===== src/rtl/ifmaps_mac_scheduler.sv =====
// Ifmap vector scheduler for the MAC array: pops preload vectors,
// frames accumulation tiles, waits out the MAC pipe and hands off results.
module ifmaps_mac_scheduler #(
    parameter int CNT_W   = 16,
    parameter int MAC_LAT = 3,
    parameter int PERF_W  = 32
) (
    input  logic              clk,
    input  logic              rst_n,
    input  logic              start,
    input  logic [CNT_W-1:0]  cfg_acc_len,
    input  logic [CNT_W-1:0]  cfg_num_tiles,
    input  logic              fifo_empty,
    output logic              mac_read,
    output logic              acc_clear,
    output logic              acc_last,
    output logic              res_valid,
    input  logic              res_ready,
    output logic [CNT_W-1:0]  tile_idx,
    output logic              busy,
    output logic              done,
    output logic              cfg_err,
    output logic [PERF_W-1:0] stall_cnt
);

    typedef enum logic [2:0] {
        S_IDLE,
        S_RUN,
        S_PIPE,
        S_RESULT,
        S_DONE
    } state_t;

    localparam logic [CNT_W-1:0]  ONE     = {{(CNT_W-1){1'b0}}, 1'b1};
    localparam logic [3:0]        LAT_END = 4'(MAC_LAT - 1);
    localparam logic [PERF_W-1:0] STALL_MAX = '1;

    state_t              state_q;
    logic [CNT_W-1:0]    acc_len_q;
    logic [CNT_W-1:0]    num_tiles_q;
    logic [CNT_W-1:0]    vec_cnt_q;
    logic [CNT_W-1:0]    tile_idx_q;
    logic [PERF_W-1:0]   stall_cnt_q;
    logic [3:0]          lat_cnt_q;
    logic                res_valid_q;
    logic                busy_q;
    logic                done_q;
    logic                cfg_err_q;
    logic                cfg_ok;
    logic                vec_first;
    logic                vec_last;

    assign cfg_ok    = (cfg_acc_len != '0) && (cfg_num_tiles != '0);
    assign vec_first = (vec_cnt_q == '0);
    assign vec_last  = (vec_cnt_q == acc_len_q - ONE);

    // Vector pops are combinational so the MAC consumes in the pop cycle
    always_comb begin
        mac_read  = (state_q == S_RUN) & ~fifo_empty;
        acc_clear = mac_read & vec_first;
        acc_last  = mac_read & vec_last;
    end

    // Job sequencing FSM with its counters and registered status outputs
    always_ff @(posedge clk or negedge rst_n) begin
        if (!rst_n) begin
            state_q     <= S_IDLE;
            acc_len_q   <= '0;
            num_tiles_q <= '0;
            vec_cnt_q   <= '0;
            tile_idx_q  <= '0;
            stall_cnt_q <= '0;
            lat_cnt_q   <= '0;
            res_valid_q <= 1'b0;
            busy_q      <= 1'b0;
            done_q      <= 1'b0;
            cfg_err_q   <= 1'b0;
        end else begin
            cfg_err_q <= 1'b0;
            done_q    <= 1'b0;
            unique case (state_q)
                S_IDLE: begin
                    if (start) begin
                        if (cfg_ok) begin
                            acc_len_q   <= cfg_acc_len;
                            num_tiles_q <= cfg_num_tiles;
                            vec_cnt_q   <= '0;
                            tile_idx_q  <= '0;
                            stall_cnt_q <= '0;
                            busy_q      <= 1'b1;
                            state_q     <= S_RUN;
                        end else begin
                            cfg_err_q <= 1'b1;
                        end
                    end
                end
                S_RUN: begin
                    if (fifo_empty) begin
                        if (stall_cnt_q != STALL_MAX) begin
                            stall_cnt_q <= stall_cnt_q + 1'b1;
                        end
                    end else if (vec_last) begin
                        vec_cnt_q <= '0;
                        lat_cnt_q <= '0;
                        state_q   <= S_PIPE;
                    end else begin
                        vec_cnt_q <= vec_cnt_q + ONE;
                    end
                end
                S_PIPE: begin
                    if (lat_cnt_q == LAT_END) begin
                        res_valid_q <= 1'b1;
                        state_q     <= S_RESULT;
                    end else begin
                        lat_cnt_q <= lat_cnt_q + 4'd1;
                    end
                end
                S_RESULT: begin
                    if (res_ready) begin
                        res_valid_q <= 1'b0;
                        if (tile_idx_q == num_tiles_q - ONE) begin
                            done_q  <= 1'b1;
                            state_q <= S_DONE;
                        end else begin
                            tile_idx_q <= tile_idx_q + ONE;
                            state_q    <= S_RUN;
                        end
                    end
                end
                S_DONE: begin
                    busy_q  <= 1'b0;
                    state_q <= S_IDLE;
                end
                default: begin
                    res_valid_q <= 1'b0;
                    busy_q      <= 1'b0;
                    state_q     <= S_IDLE;
                end
            endcase
        end
    end

    assign res_valid = res_valid_q;
    assign busy      = busy_q;
    assign done      = done_q;
    assign cfg_err   = cfg_err_q;
    assign tile_idx  = tile_idx_q;
    assign stall_cnt = stall_cnt_q;

endmodule


===== config.mk =====
export PLATFORM = sky130hd
export DESIGN_NAME = ifmaps_mac_scheduler
export DESIGN_NICKNAME = d
export VERILOG_FILES = /design/src/rtl/ifmaps_mac_scheduler.sv
export SDC_FILE = /design/constraint.sdc
export NUM_CORES = 1
export LEC_CHECK = 0
export BUFFER_PORTS_ARGS = -buffer_cell sky130_fd_sc_hd__buf_2
export CAP_MARGIN = 20
export CORE_MARGIN = 5
export CORE_UTILIZATION = 38
export CTS_CLUSTER_SIZE = 40
export DETAILED_ROUTE_END_ITERATION = 7
export GPL_TIMING_DRIVEN = 0
export PLACE_DENSITY_LB_ADDON = 0.12
export SLEW_MARGIN = 30
export SYNTH_ARGS = -nofsm -noshare
export SYNTH_HDL_FRONTEND = slang
export SYNTH_SLANG_ARGS = --single-unit

===== constraint.sdc =====
create_clock -name clk -period 8.3 [get_ports clk]
set_input_delay 0.83 -clock clk [delete_from_list [all_inputs] [get_ports clk]]
set_output_delay 0.83 -clock clk [all_outputs]
set_load 0.01 [all_outputs]

==> impl_summary.log, run 1 <==
[metrics] run status: finished clean
[metrics] Highest Clock Rate: 237 MHz
[metrics] mean post-synth cell area: 8.76 sq um
[metrics] largest family of logic cells by synthesized area: simple AND/OR/NAND/NOR gates
[metrics] yosys synthesis warning count: 0
[metrics] Die W: 140 microns
[metrics] clock root cell: sky130_fd_sc_hd__clkbuf_16
[metrics] number of DRC violations after detailed routing: 0
[metrics] final setup violation count: 0
[metrics] Syn Nets: 776
[metrics] maximum ir drop on the vdd rail: 0.000102 V
[metrics] DIE HEIGHT: 140 microns
[metrics] Post-Route M1 WL: 8.70 mm
[metrics] cts-stage hold buffer count: 0
[metrics] number of placement rows: 47
[metrics] synthesized flop and latch total: 107
[metrics] proportion of synthesized flip-flops having asynchronous set or reset: 100%
[metrics] part of the Yosys area used for sequential elements: 41.8%
[metrics] number of enable-type register cells in the synthesized netlist: 0
[metrics] initial antenna violation count: 1
[metrics] classification of the worst setup path: flop to output pin
[metrics] Worst setup EP type: output pin
[metrics] core region area: 16600 sq um
[metrics] RD Place Congestion: 0.878
[metrics] total number of clock tree sinks: 107
[metrics] min cycle time layout: 4.21 ns
[metrics] clock tree buffer depth: 2
[metrics] leading post-synthesis cells by instance count: 136 x sky130_fd_sc_hd__nand2_1, 107 x sky130_fd_sc_hd__dfrtp_1, 70 x sky130_fd_sc_hd__nor2_1
[metrics] area share of the largest cell type after synthesis: 41.8%
[metrics] CTS clock-pin slew for the worst setup and hold paths: 0.08 ns
[metrics] worst-case clock skew: 0.0112 ns
[metrics] simple-gate portion of the synthesized area: 31.2%
[metrics] count of max-cap constraint violations: 0
[metrics] DR vias/cell: 5.34
[metrics] top metal layer carrying routed signals: met5
[metrics] drt first-iter violations: 309
[metrics] number of nets in the final layout: 879
[metrics] total I/O pin count: 92
[metrics] total wire length: 17.8 mm
[metrics] Netlist Area Pre-Place: 6400 sq um
[metrics] input/output buffers: 91
[metrics] biggest area contributors in the synthesized netlist: sky130_fd_sc_hd__dfrtp_1 42%, sky130_fd_sc_hd__nand2_1 8.0%, sky130_fd_sc_hd__xnor2_1 5.1%, sky130_fd_sc_hd__xor2_1 5.1%, sky130_fd_sc_hd__nor2_1 4.1%
[metrics] TritonRoute pass-1 iters: 4
[metrics] cts bufs inserted: 9
[metrics] number of different library cells in the post-synthesis netlist: 67
[metrics] full die area: 19500 sq um
[metrics] unrepaired setup endpoints after global routing: no
[metrics] worst hold path class: input pin to asynchronous set/reset pin
[metrics] first-pass GRT wire length: 29.2 mm
[metrics] number of global-route vias before repair: 5606
[metrics] post-synthesis to final-layout area growth: 16.9%
[metrics] insertion delay of the later-clocked pin in the worst-skew pair: 0.36 ns
[metrics] met2 wirelength from detailed routing: 7.87 mm
[metrics] detail-routed net length per standard cell: 16.8 microns
[metrics] fraction of the mapped netlist area in compound gates: 9.36%
[metrics] slew of the pin with the lowest slew margin: 0.886 ns
[metrics] residual overflow from global routing: 0
[metrics] Leakage Power: 3.48 nW
[metrics] headroom to the max-slew limit: 40.4%
[metrics] number of cells produced by synthesis: 731
[metrics] TritonCTS clock tree: yes
[metrics] final cell utilization of the core: 45.1%
[metrics] detailed-routed wire length on met3: 970 microns
[metrics] Worst setup SP type: flop
[metrics] cell accounting for the most synthesized area: sky130_fd_sc_hd__dfrtp_1
[metrics] Adder-Cell Fraction of Synth Area: 1.56%
[metrics] Final ANT Viol Nets: 0
[metrics] maximum number of pins on one net before global-route repair: 85
[metrics] Post-Route Setup TNS: 0 ns
[metrics] most used standard cell by instance count after synthesis: sky130_fd_sc_hd__nand2_1
[metrics] proportion of synthesized area in mux cells: 2.07%
[metrics] Post-Layout Cell Count: 1059
[metrics] # H-tree levels: 3
[metrics] worst hold slack after final layout: 0.300 ns
[metrics] placed cell count: 1043
[metrics] total track usage: 18.3%
[metrics] number of inserted diodes: 0
[metrics] Setup Buffers After CTS: 0
[metrics] leading register cell type out of synthesis: sky130_fd_sc_hd__dfrtp_1
[metrics] arrival time worst endpoint: 3.38 ns
[metrics] Max FO, Critical Path: 8
[metrics] number of instances resized during post-cts repair: 0
[metrics] max-slew violation count: 0
[metrics] Initial Util: 38.6%
[metrics] Data required, critical path: 7.47 ns
[metrics] total vias in the final route: 5656
[metrics] Pwr Density: 196 nW/um^2
[metrics] ratio of final minimum period to clock period: 50.8%
[metrics] final number of hold-violating endpoints: 0
[metrics] Post-DP HPWL: 13.2 mm
[metrics] fraction of synthesized cell area in xor and xnor cells: 10.5%
[metrics] fraction of final layout cells with drive strength greater than 1: 16.6%
==> worst max-delay path, cell delays in order, from the launching register on <==
cell and delay (ns):
sky130_fd_sc_hd__dfrtp_1 0.47, sky130_fd_sc_hd__nor4_1 0.64, sky130_fd_sc_hd__nor2b_1 0.38, sky130_fd_sc_hd__xor2_1 0.12, sky130_fd_sc_hd__mux2i_1 0.14, sky130_fd_sc_hd__a32oi_1 0.09
sky130_fd_sc_hd__nor3_2 0.56, sky130_fd_sc_hd__and2_0 0.21, sky130_fd_sc_hd__clkbuf_1 0.23, sky130_fd_sc_hd__buf_2 0.19
==> path summary, 6_finish.rpt <==
check	start	to	slack [ns]	depth (start not counted)
setup / recovery	acc_len_q[2]$_DFFE_PN0P_	acc_last	4.09	9
hold / removal	rst_n	num_tiles_q[12]$_DFFE_PN0P_	0.30	1
setup reg to reg	state_q[1]$_DFFE_PN0P_	vec_cnt_q[5]$_DFFE_PN0P_	5.19	9
hold reg to reg	num_tiles_q[15]$_DFFE_PN0P_	num_tiles_q[15]$_DFFE_PN0P_	0.53	2
max in group asynchronous	rst_n	stall_cnt[24]$_DFFE_PN0P_	7.31	2
min in group clk	num_tiles_q[15]$_DFFE_PN0P_	num_tiles_q[15]$_DFFE_PN0P_	0.53	2
==> through the flow <==
stage / power (mW) / worst slack (ns) / instance area, sq um
6_report: 1.47 / 4.09 / 7490
5_1_grt: 1.56 / 3.90 / 7490
4_1_cts: 1.49 / 4.09 / 7490
3_5_place_dp: 1.02 / 4.52 / 7170
3_3_place_gp: 1.00 / 4.58 / 7130
2_1_floorplan: 0.897 / 5.30 / 6400
==> final cells by class <==
| cell class | count | area (sq um) |
|---|---|---|
| multi-input combinational | 572 | 3500 |
| tap | 220 | 275 |
| buffer | 34 | 158 |
| inverter | 18 | 67.6 |
| timing repair buffer | 92 | 493 |
| sequential | 107 | 2680 |
| clock buffer | 9 | 225 |
| clock inverter | 7 | 91.3 |
| fill | 1680 | 9100 |
==> registers in the layout, indices dropped and copies added, names as in the netlist, 3 cells and up <==
signal and cells:
stall_cnt 32, acc_len_q 16, num_tiles_q 16, tile_idx 16
vec_cnt_q 16, lat_cnt_q 4, state_q 3
==> power by group <==
part	switching [mW]	internal, mW
Clock	0.220	0.242
Combinational	0.190	0.151
Sequential	0.0870	0.580
==> routing by layer <==
metal	global-route usage, %	up-vias
met1	26.1	2747
met2	27.7	116
met3	5.32	17
met4	4.03	2
met5	0	-
li1	-	2774
==> kinds of logic (layout without fill, tap and decap cells) <==
family	Yosys count	after routing
AND/OR/NAND/NOR	393	393
AO/OA/AOI/OAI	83	83
adder cells (fa/ha/maj)	8	8
buffers and inverters	52	160
XOR/XNOR	75	75
flip-flops	107	107
multiplexers	13	13
==> layout by cell type (no fill, tap or decap), drive strengths merged, types with 6 or more instances in the layout <==
| cell | Yosys | routed |
|---|---|---|
| clkbuf | 24 | 33 |
| nand3 | 36 | 36 |
| nor3 | 24 | 24 |
| o21ai | 20 | 20 |
| mux2i | 11 | 11 |
| buf | 10 | 102 |
| nor2 | 70 | 70 |
| or4 | 13 | 13 |
| nor4 | 21 | 21 |
| and3 | 16 | 16 |
| or3 | 11 | 11 |
| nand4 | 18 | 18 |
| ha | 8 | 8 |
| o31ai | 6 | 6 |
| nor2b | 10 | 10 |
| inv | 18 | 21 |
| o211ai | 6 | 6 |
| xor2 | 37 | 37 |
| and4 | 12 | 12 |
| dfrtp | 107 | 107 |
| xnor2 | 37 | 37 |
| a21oi | 15 | 15 |
| nand2 | 136 | 136 |
Note: power is estimated with default switching activity, not from simulation.
==> run 2: changes to the inputs <==
==> constraint.sdc (replaced) <==
create_clock -name clk -period 3.7 [get_ports clk]
set_input_delay 0.37 -clock clk [delete_from_list [all_inputs] [get_ports clk]]
set_output_delay 0.37 -clock clk [all_outputs]
set_load 0.01 [all_outputs]
==> impl_summary.log, run 2 (synthesized netlist as in run 1, its figures left out) <==
[metrics] fraction of final layout cells with drive strength greater than 1: 16.8%
[metrics] worst-case clock skew: 0.0112 ns
[metrics] full die area: 19500 sq um
[metrics] number of placement rows: 47
[metrics] clock root cell: sky130_fd_sc_hd__clkbuf_16
[metrics] residual overflow from global routing: 0
[metrics] total I/O pin count: 92
[metrics] switching power: 1.12 mW
[metrics] CTS clock-pin slew for the worst setup and hold paths: 0.08 ns
[metrics] insertion delay of the later-clocked pin in the worst-skew pair: 0.36 ns
[metrics] count of max-cap constraint violations: 0
[metrics] Pwr Density: 440 nW/um^2
[metrics] input/output buffers: 91
[metrics] classification of the worst setup path: flop to output pin
[metrics] clock tree buffer depth: 2
[metrics] maximum ir drop on the vdd rail: 0.000228 V
[metrics] reg-to-reg critical path startpoint: state_q[1]$_DFFE_PN0P_
[metrics] most common cell after layout, fill and taps aside: sky130_fd_sc_hd__nand2_1
[metrics] # H-tree levels: 3
[metrics] Leakage Power: 3.50 nW
[metrics] total wire length: 17.8 mm
[metrics] Initial Util: 38.6%
[metrics] detail-routed net length per standard cell: 16.8 microns
[metrics] Post-DP HPWL: 13.2 mm
[metrics] worst hold path class: input pin to flop
[metrics] total vias in the final route: 5674
[metrics] Worst setup SP type: flop
[metrics] Final ANT Viol Nets: 0
[metrics] FF-to-FF End: vec_cnt_q[5]$_DFFE_PN0P_
[metrics] cts bufs inserted: 9
[metrics] maximum number of pins on one net before global-route repair: 85
[metrics] final number of hold-violating endpoints: 0
[metrics] placed cell count: 1043
[metrics] initial antenna violation count: 1
[metrics] number of global-route vias before repair: 5614
[metrics] post-synthesis to final-layout area growth: 17.5%
[metrics] max-slew violation count: 0
[metrics] Most Frequent Cell on Critical Path: sky130_fd_sc_hd__mux2i_1
[metrics] power share of the combinational group: 23.4%
[metrics] final setup violation count: 0
[metrics] path depth of the worst reg2reg path: 9
[metrics] register share of total power: 45.3%
[metrics] RD Place Congestion: 0.878
[metrics] Setup Buffers After CTS: 0
[metrics] ratio of final minimum period to clock period: 91.0%
[metrics] min cycle time layout: 3.37 ns
[metrics] headroom to the max-slew limit: 40.6%
[metrics] first-pass GRT wire length: 29.2 mm
[metrics] worst stage delay on the critical path: 0.48 ns
[metrics] worst path cell trace: nor4_2, nor2b_1, mux2i_1, mux2i_1, a32oi_1, nor3_4, and2_0, clkbuf_1, buf_2
[metrics] arrival time worst endpoint: 3.00 ns
[metrics] Highest Clock Rate: 297 MHz
[metrics] unrepaired setup endpoints after global routing: no
[metrics] TritonRoute pass-1 iters: 4
[metrics] run status: finished clean
[metrics] Post-Route Setup TNS: 0 ns
[metrics] slew of the pin with the lowest slew margin: 0.882 ns
[metrics] Data required, critical path: 3.33 ns
[metrics] worst hold slack after final layout: 0.222 ns
[metrics] Die W: 140 microns
[metrics] TritonCTS clock tree: yes
[metrics] switching share of power: 33.9%
[metrics] capturing instance or port of the critical path: acc_last
[metrics] drt first-iter violations: 277
[metrics] slowest stage cell, crit path: sky130_fd_sc_hd__dfrtp_1
[metrics] DR vias/cell: 5.35
[metrics] core region area: 16600 sq um
[metrics] number of inserted diodes: 0
[metrics] top library cells by usage in the layout, fill and taps aside: 136 x sky130_fd_sc_hd__nand2_1, 107 x sky130_fd_sc_hd__dfrtp_1, 93 x sky130_fd_sc_hd__buf_2, 70 x sky130_fd_sc_hd__nor2_1
[metrics] start point of the critical path: acc_len_q[2]$_DFFE_PN0P_
[metrics] max reg flops: 32
[metrics] Post-Layout Cell Count: 1060
[metrics] Power Internal: 2.19 mW
[metrics] DIE HEIGHT: 140 microns
[metrics] Max FO, Critical Path: 8
[metrics] number of nets in the final layout: 880
[metrics] Clk pwr share: 31.3%
[metrics] total number of clock tree sinks: 107
[metrics] total track usage: 18.3%
[metrics] setup slack, reg-to-reg: 0.60 ns
[metrics] Worst setup EP type: output pin
[metrics] number of DRC violations after detailed routing: 0
run 2: routing by layer:
metal | up-vias | GRT usage (%) | wire length [microns]
li1 | 2777 | - | -
met1 | 2745 | 26.1 | 8570
met2 | 131 | 27.7 | 7880
met3 | 19 | 5.32 | 1060
met4 | 2 | 4.03 | 265
met5 | - | 0 | 7
run 2: worst min-delay path by stage:
stage,start,end,slack (ns),depth (start not counted)
finish,cfg_num_tiles[12],num_tiles_q[12]$_DFFE_PN0P_,0.22,3
detailed placement,rst_n,num_tiles_q[12]$_DFFE_PN0P_,0.23,1
floorplan,rst_n,acc_len_q[0]$_DFFE_PN0P_,0.07,0
global route,cfg_num_tiles[13],num_tiles_q[13]$_DFFE_PN0P_,0.22,3
CTS,cfg_num_tiles[12],num_tiles_q[12]$_DFFE_PN0P_,0.22,3
global placement,num_tiles_q[15]$_DFFE_PN0P_,num_tiles_q[15]$_DFFE_PN0P_,0.50,2
run 2: critical path: cells and delay by family (launching register included):
kind,cells,cell delay (ns)
and+or+nand+nor,4,1.36
DFF,1,0.48
buffers and inverters,2,0.42
muxes,2,0.26
AOI/OAI and AO/OA,1,0.11
run 2: cell type report:
class | count | area [sq um]
clock inverter | 7 | 91.3
clock buffer | 9 | 225
sequential | 107 | 2680
fill | 1676 | 9060
multi-input combinational | 572 | 3530
timing repair buffer | 93 | 503
inverter | 18 | 67.6
buffer | 34 | 158
tap | 220 | 275
run 2: per-stage QoR:
stage          total power [mW]  cell area [sq um]  setup slack, ns  utilization (%)
2_1_floorplan              2.01               6400             1.04                -
3_3_place_gp               2.25               7130            0.437             43.0
3_5_place_dp               2.28               7170            0.378             43.2
4_1_cts                    3.34               7510            0.116             45.3
5_1_grt                    3.52               7520           0.0758             45.4
6_report                   3.31               7520            0.333             45.4
run 2: power by group through the flow:
stage          clock network [mW]  logic [mW]  registers [mW]
6_report                     1.03       0.775            1.50
2_1_floorplan                   0       0.535            1.48
3_5_place_dp                    0       0.767            1.51
5_1_grt                      1.12       0.878            1.52
3_3_place_gp                    0       0.739            1.51
4_1_cts                      1.07       0.776            1.49
run 2: what timing repair did:
item | 4_1_cts | 5_1_grt
resized for setup | 2 | 2
hold buffers | 1 | 0
hold endpoints to repair | 23 | 0
endpoints found under the setup margin | 1 | 1
==> run 3: changes to the inputs <==
--- a/config.mk
+++ b/config.mk
@@ -7,6 +7,7 @@
 export LEC_CHECK = 0
 export BUFFER_PORTS_ARGS = -buffer_cell sky130_fd_sc_hd__buf_2
 export CAP_MARGIN = 20
+export CORE_ASPECT_RATIO = 0.6
 export CORE_MARGIN = 5
 export CORE_UTILIZATION = 38
 export CTS_CLUSTER_SIZE = 40
==> impl_summary.log, run 3 (synthesized netlist as in run 1, its figures left out) <==
[metrics] switching power: 1.15 mW
[metrics] DIE HEIGHT: 111 microns
[metrics] most common cell after layout, fill and taps aside: sky130_fd_sc_hd__nand2_1
[metrics] Leakage Power: 3.48 nW
[metrics] maximum number of pins on one net before global-route repair: 56
[metrics] residual overflow from global routing: 0
[metrics] total I/O pin count: 92
[metrics] DR vias/cell: 5.46
[metrics] number of placement rows: 36
[metrics] Post-DP HPWL: 14.2 mm
[metrics] arrival time worst endpoint: 3.04 ns
[metrics] TritonCTS clock tree: yes
[metrics] insertion delay of the later-clocked pin in the worst-skew pair: 0.36 ns
[metrics] total wire length: 18.7 mm
[metrics] post-route cell area: 7500 sq um
[metrics] number of DRC violations after detailed routing: 0
[metrics] post-placement cell area: 7180 sq um
[metrics] Max FO, Critical Path: 8
[metrics] Initial Util: 39.0%
[metrics] Pwr Density: 435 nW/um^2
[metrics] ratio of final minimum period to clock period: 92.3%
[metrics] Final ANT Viol Nets: 0
[metrics] Highest Clock Rate: 293 MHz
[metrics] classification of the worst setup path: flop to output pin
[metrics] headroom to the max-slew limit: 45.7%
[metrics] total vias in the final route: 5827
[metrics] Die W: 178 microns
[metrics] register share of total power: 46.4%
[metrics] unrepaired setup endpoints after global routing: no
[metrics] final setup violation count: 0
[metrics] max reg flops: 32
[metrics] worst hold path class: input pin to flop
[metrics] total track usage: 19.4%
[metrics] input/output buffers: 91
[metrics] number of global-route vias before repair: 5753
[metrics] post-route setup slack: 0.285 ns
[metrics] first-pass GRT wire length: 30.7 mm
[metrics] fill cell count: 1659
[metrics] fraction of final layout cells with drive strength greater than 1: 16.7%
[metrics] post-synthesis to final-layout area growth: 17.2%
[metrics] full die area: 19600 sq um
[metrics] clock root cell: sky130_fd_sc_hd__clkbuf_16
[metrics] Data required, critical path: 3.33 ns
[metrics] cts bufs inserted: 9
[metrics] worst-case clock skew: 0.0163 ns
[metrics] initial antenna violation count: 0
[metrics] Worst setup EP type: output pin
[metrics] count of max-cap constraint violations: 0
[metrics] Clk pwr share: 29.2%
[metrics] Power Internal: 2.12 mW
[metrics] number of nets in the final layout: 880
[metrics] clock tree buffer depth: 2
[metrics] power share of the combinational group: 24.3%
[metrics] # H-tree levels: 3
[metrics] Worst setup SP type: flop
[metrics] Post-Route Setup TNS: 0 ns
[metrics] slew of the pin with the lowest slew margin: 0.807 ns
[metrics] core region area: 16400 sq um
[metrics] RD Place Congestion: 0.846
[metrics] detail-routed net length per standard cell: 17.5 microns
[metrics] CTS clock-pin slew for the worst setup and hold paths: 0.07 ns
[metrics] maximum ir drop on the vdd rail: 0.000240 V
[metrics] TritonRoute pass-1 iters: 5
[metrics] run status: finished clean
[metrics] placement-stage worst setup slack: 0.362 ns
[metrics] final number of hold-violating endpoints: 0
[metrics] drt first-iter violations: 484
[metrics] total number of clock tree sinks: 107
[metrics] max-slew violation count: 0
[metrics] switching share of power: 35.1%
[metrics] min cycle time layout: 3.41 ns
[metrics] number of inserted diodes: 0
[metrics] top library cells by usage in the layout, fill and taps aside: 136 x sky130_fd_sc_hd__nand2_1, 107 x sky130_fd_sc_hd__dfrtp_1, 93 x sky130_fd_sc_hd__buf_2, 70 x sky130_fd_sc_hd__nor2_1
[metrics] Setup Buffers After CTS: 0
==> run 3: cell types whose count changed in the layout (fill, tap and decap cells not counted), sizes merged <==
cell      change
bufinv        -1
clkbuf        +1
clkinv        -3
clkinvlp      +2
inv           +1
==> run 3: layer usage <==
metal | wire length (microns) | share of wire [%] | track usage (%)
met5 | 0 | 0 | 0
met4 | 188 | 1.0 | 4.63
met3 | 1220 | 6.5 | 4.34
met2 | 7490 | 40 | 26.2
met1 | 9790 | 52 | 30.9
==> run 3: final cells by class <==
| cell class | instances | area (sq um) | area share [%] |
|---|---|---|---|
| plain buffers | 34 | 158 | 2.10 |
| clock buffers | 10 | 229 | 3.05 |
| clock inverters | 6 | 57.6 | 0.767 |
| inverters | 18 | 67.6 | 0.900 |
| multi-input cells | 572 | 3530 | 47.0 |
| flip-flops and latches | 107 | 2680 | 35.7 |
| well taps | 228 | 285 | 3.80 |
| repair buffers | 93 | 503 | 6.70 |
==> run 3: final timing paths <==
check | startpoint | to | slack (ns) | cells after the start
min in group asynchronous | rst_n | busy$_DFFE_PN0P_ | 0.50 | 2
min | cfg_num_tiles[6] | num_tiles_q[6]$_DFFE_PN0P_ | 0.22 | 3
min reg2reg | res_valid$_DFFE_PN0P_ | res_valid$_DFFE_PN0P_ | 0.53 | 2
max | acc_len_q[2]$_DFFE_PN0P_ | acc_last | 0.29 | 9
max reg2reg | num_tiles_q[0]$_DFFE_PN0P_ | tile_idx[6]$_DFFE_PN0P_ | 0.58 | 13
max in group asynchronous | rst_n | acc_len_q[12]$_DFFE_PN0P_ | 2.56 | 3
==> run 3: what timing repair did <==
item,CTS,global route
hold buffers,1,0
resized for setup,1,3
hold endpoints to repair,52,0
endpoints found under the setup margin,1,1
==> run 3: stage by stage <==
step | utilization [%] | power (mW) | cells | hold WS, ns
2_1_floorplan | - | 2.01 | 731 | 0.0744
3_3_place_gp | 43.6 | 2.26 | 1050 | 0.515
3_5_place_dp | 43.8 | 2.30 | 1051 | 0.324
4_1_cts | 45.6 | 3.28 | 1068 | 0.202
5_1_grt | 45.8 | 3.46 | 1068 | 0.213
6_report | 45.8 | 3.26 | 1068 | 0.218
==> run 3: worst max-delay path, cell delays in order, from the launching register on <==
cell	delay [ns]
sky130_fd_sc_hd__dfrtp_1	0.48
sky130_fd_sc_hd__nor4_2	0.46
sky130_fd_sc_hd__nor2b_1	0.33
sky130_fd_sc_hd__mux2i_1	0.12
sky130_fd_sc_hd__mux2i_1	0.17
sky130_fd_sc_hd__a32oi_1	0.13
sky130_fd_sc_hd__nor3_4	0.42
sky130_fd_sc_hd__and2_0	0.19
sky130_fd_sc_hd__clkbuf_1	0.21
sky130_fd_sc_hd__buf_2	0.18
==> run 3: power by group through the flow <==
stage,clock [mW],combinational (mW),sequential (mW)
finish,0.955,0.795,1.51
global route,1.04,0.888,1.54
CTS,0.987,0.788,1.50
detailed placement,0,0.780,1.52
global placement,0,0.745,1.52
floorplan,0,0.535,1.48
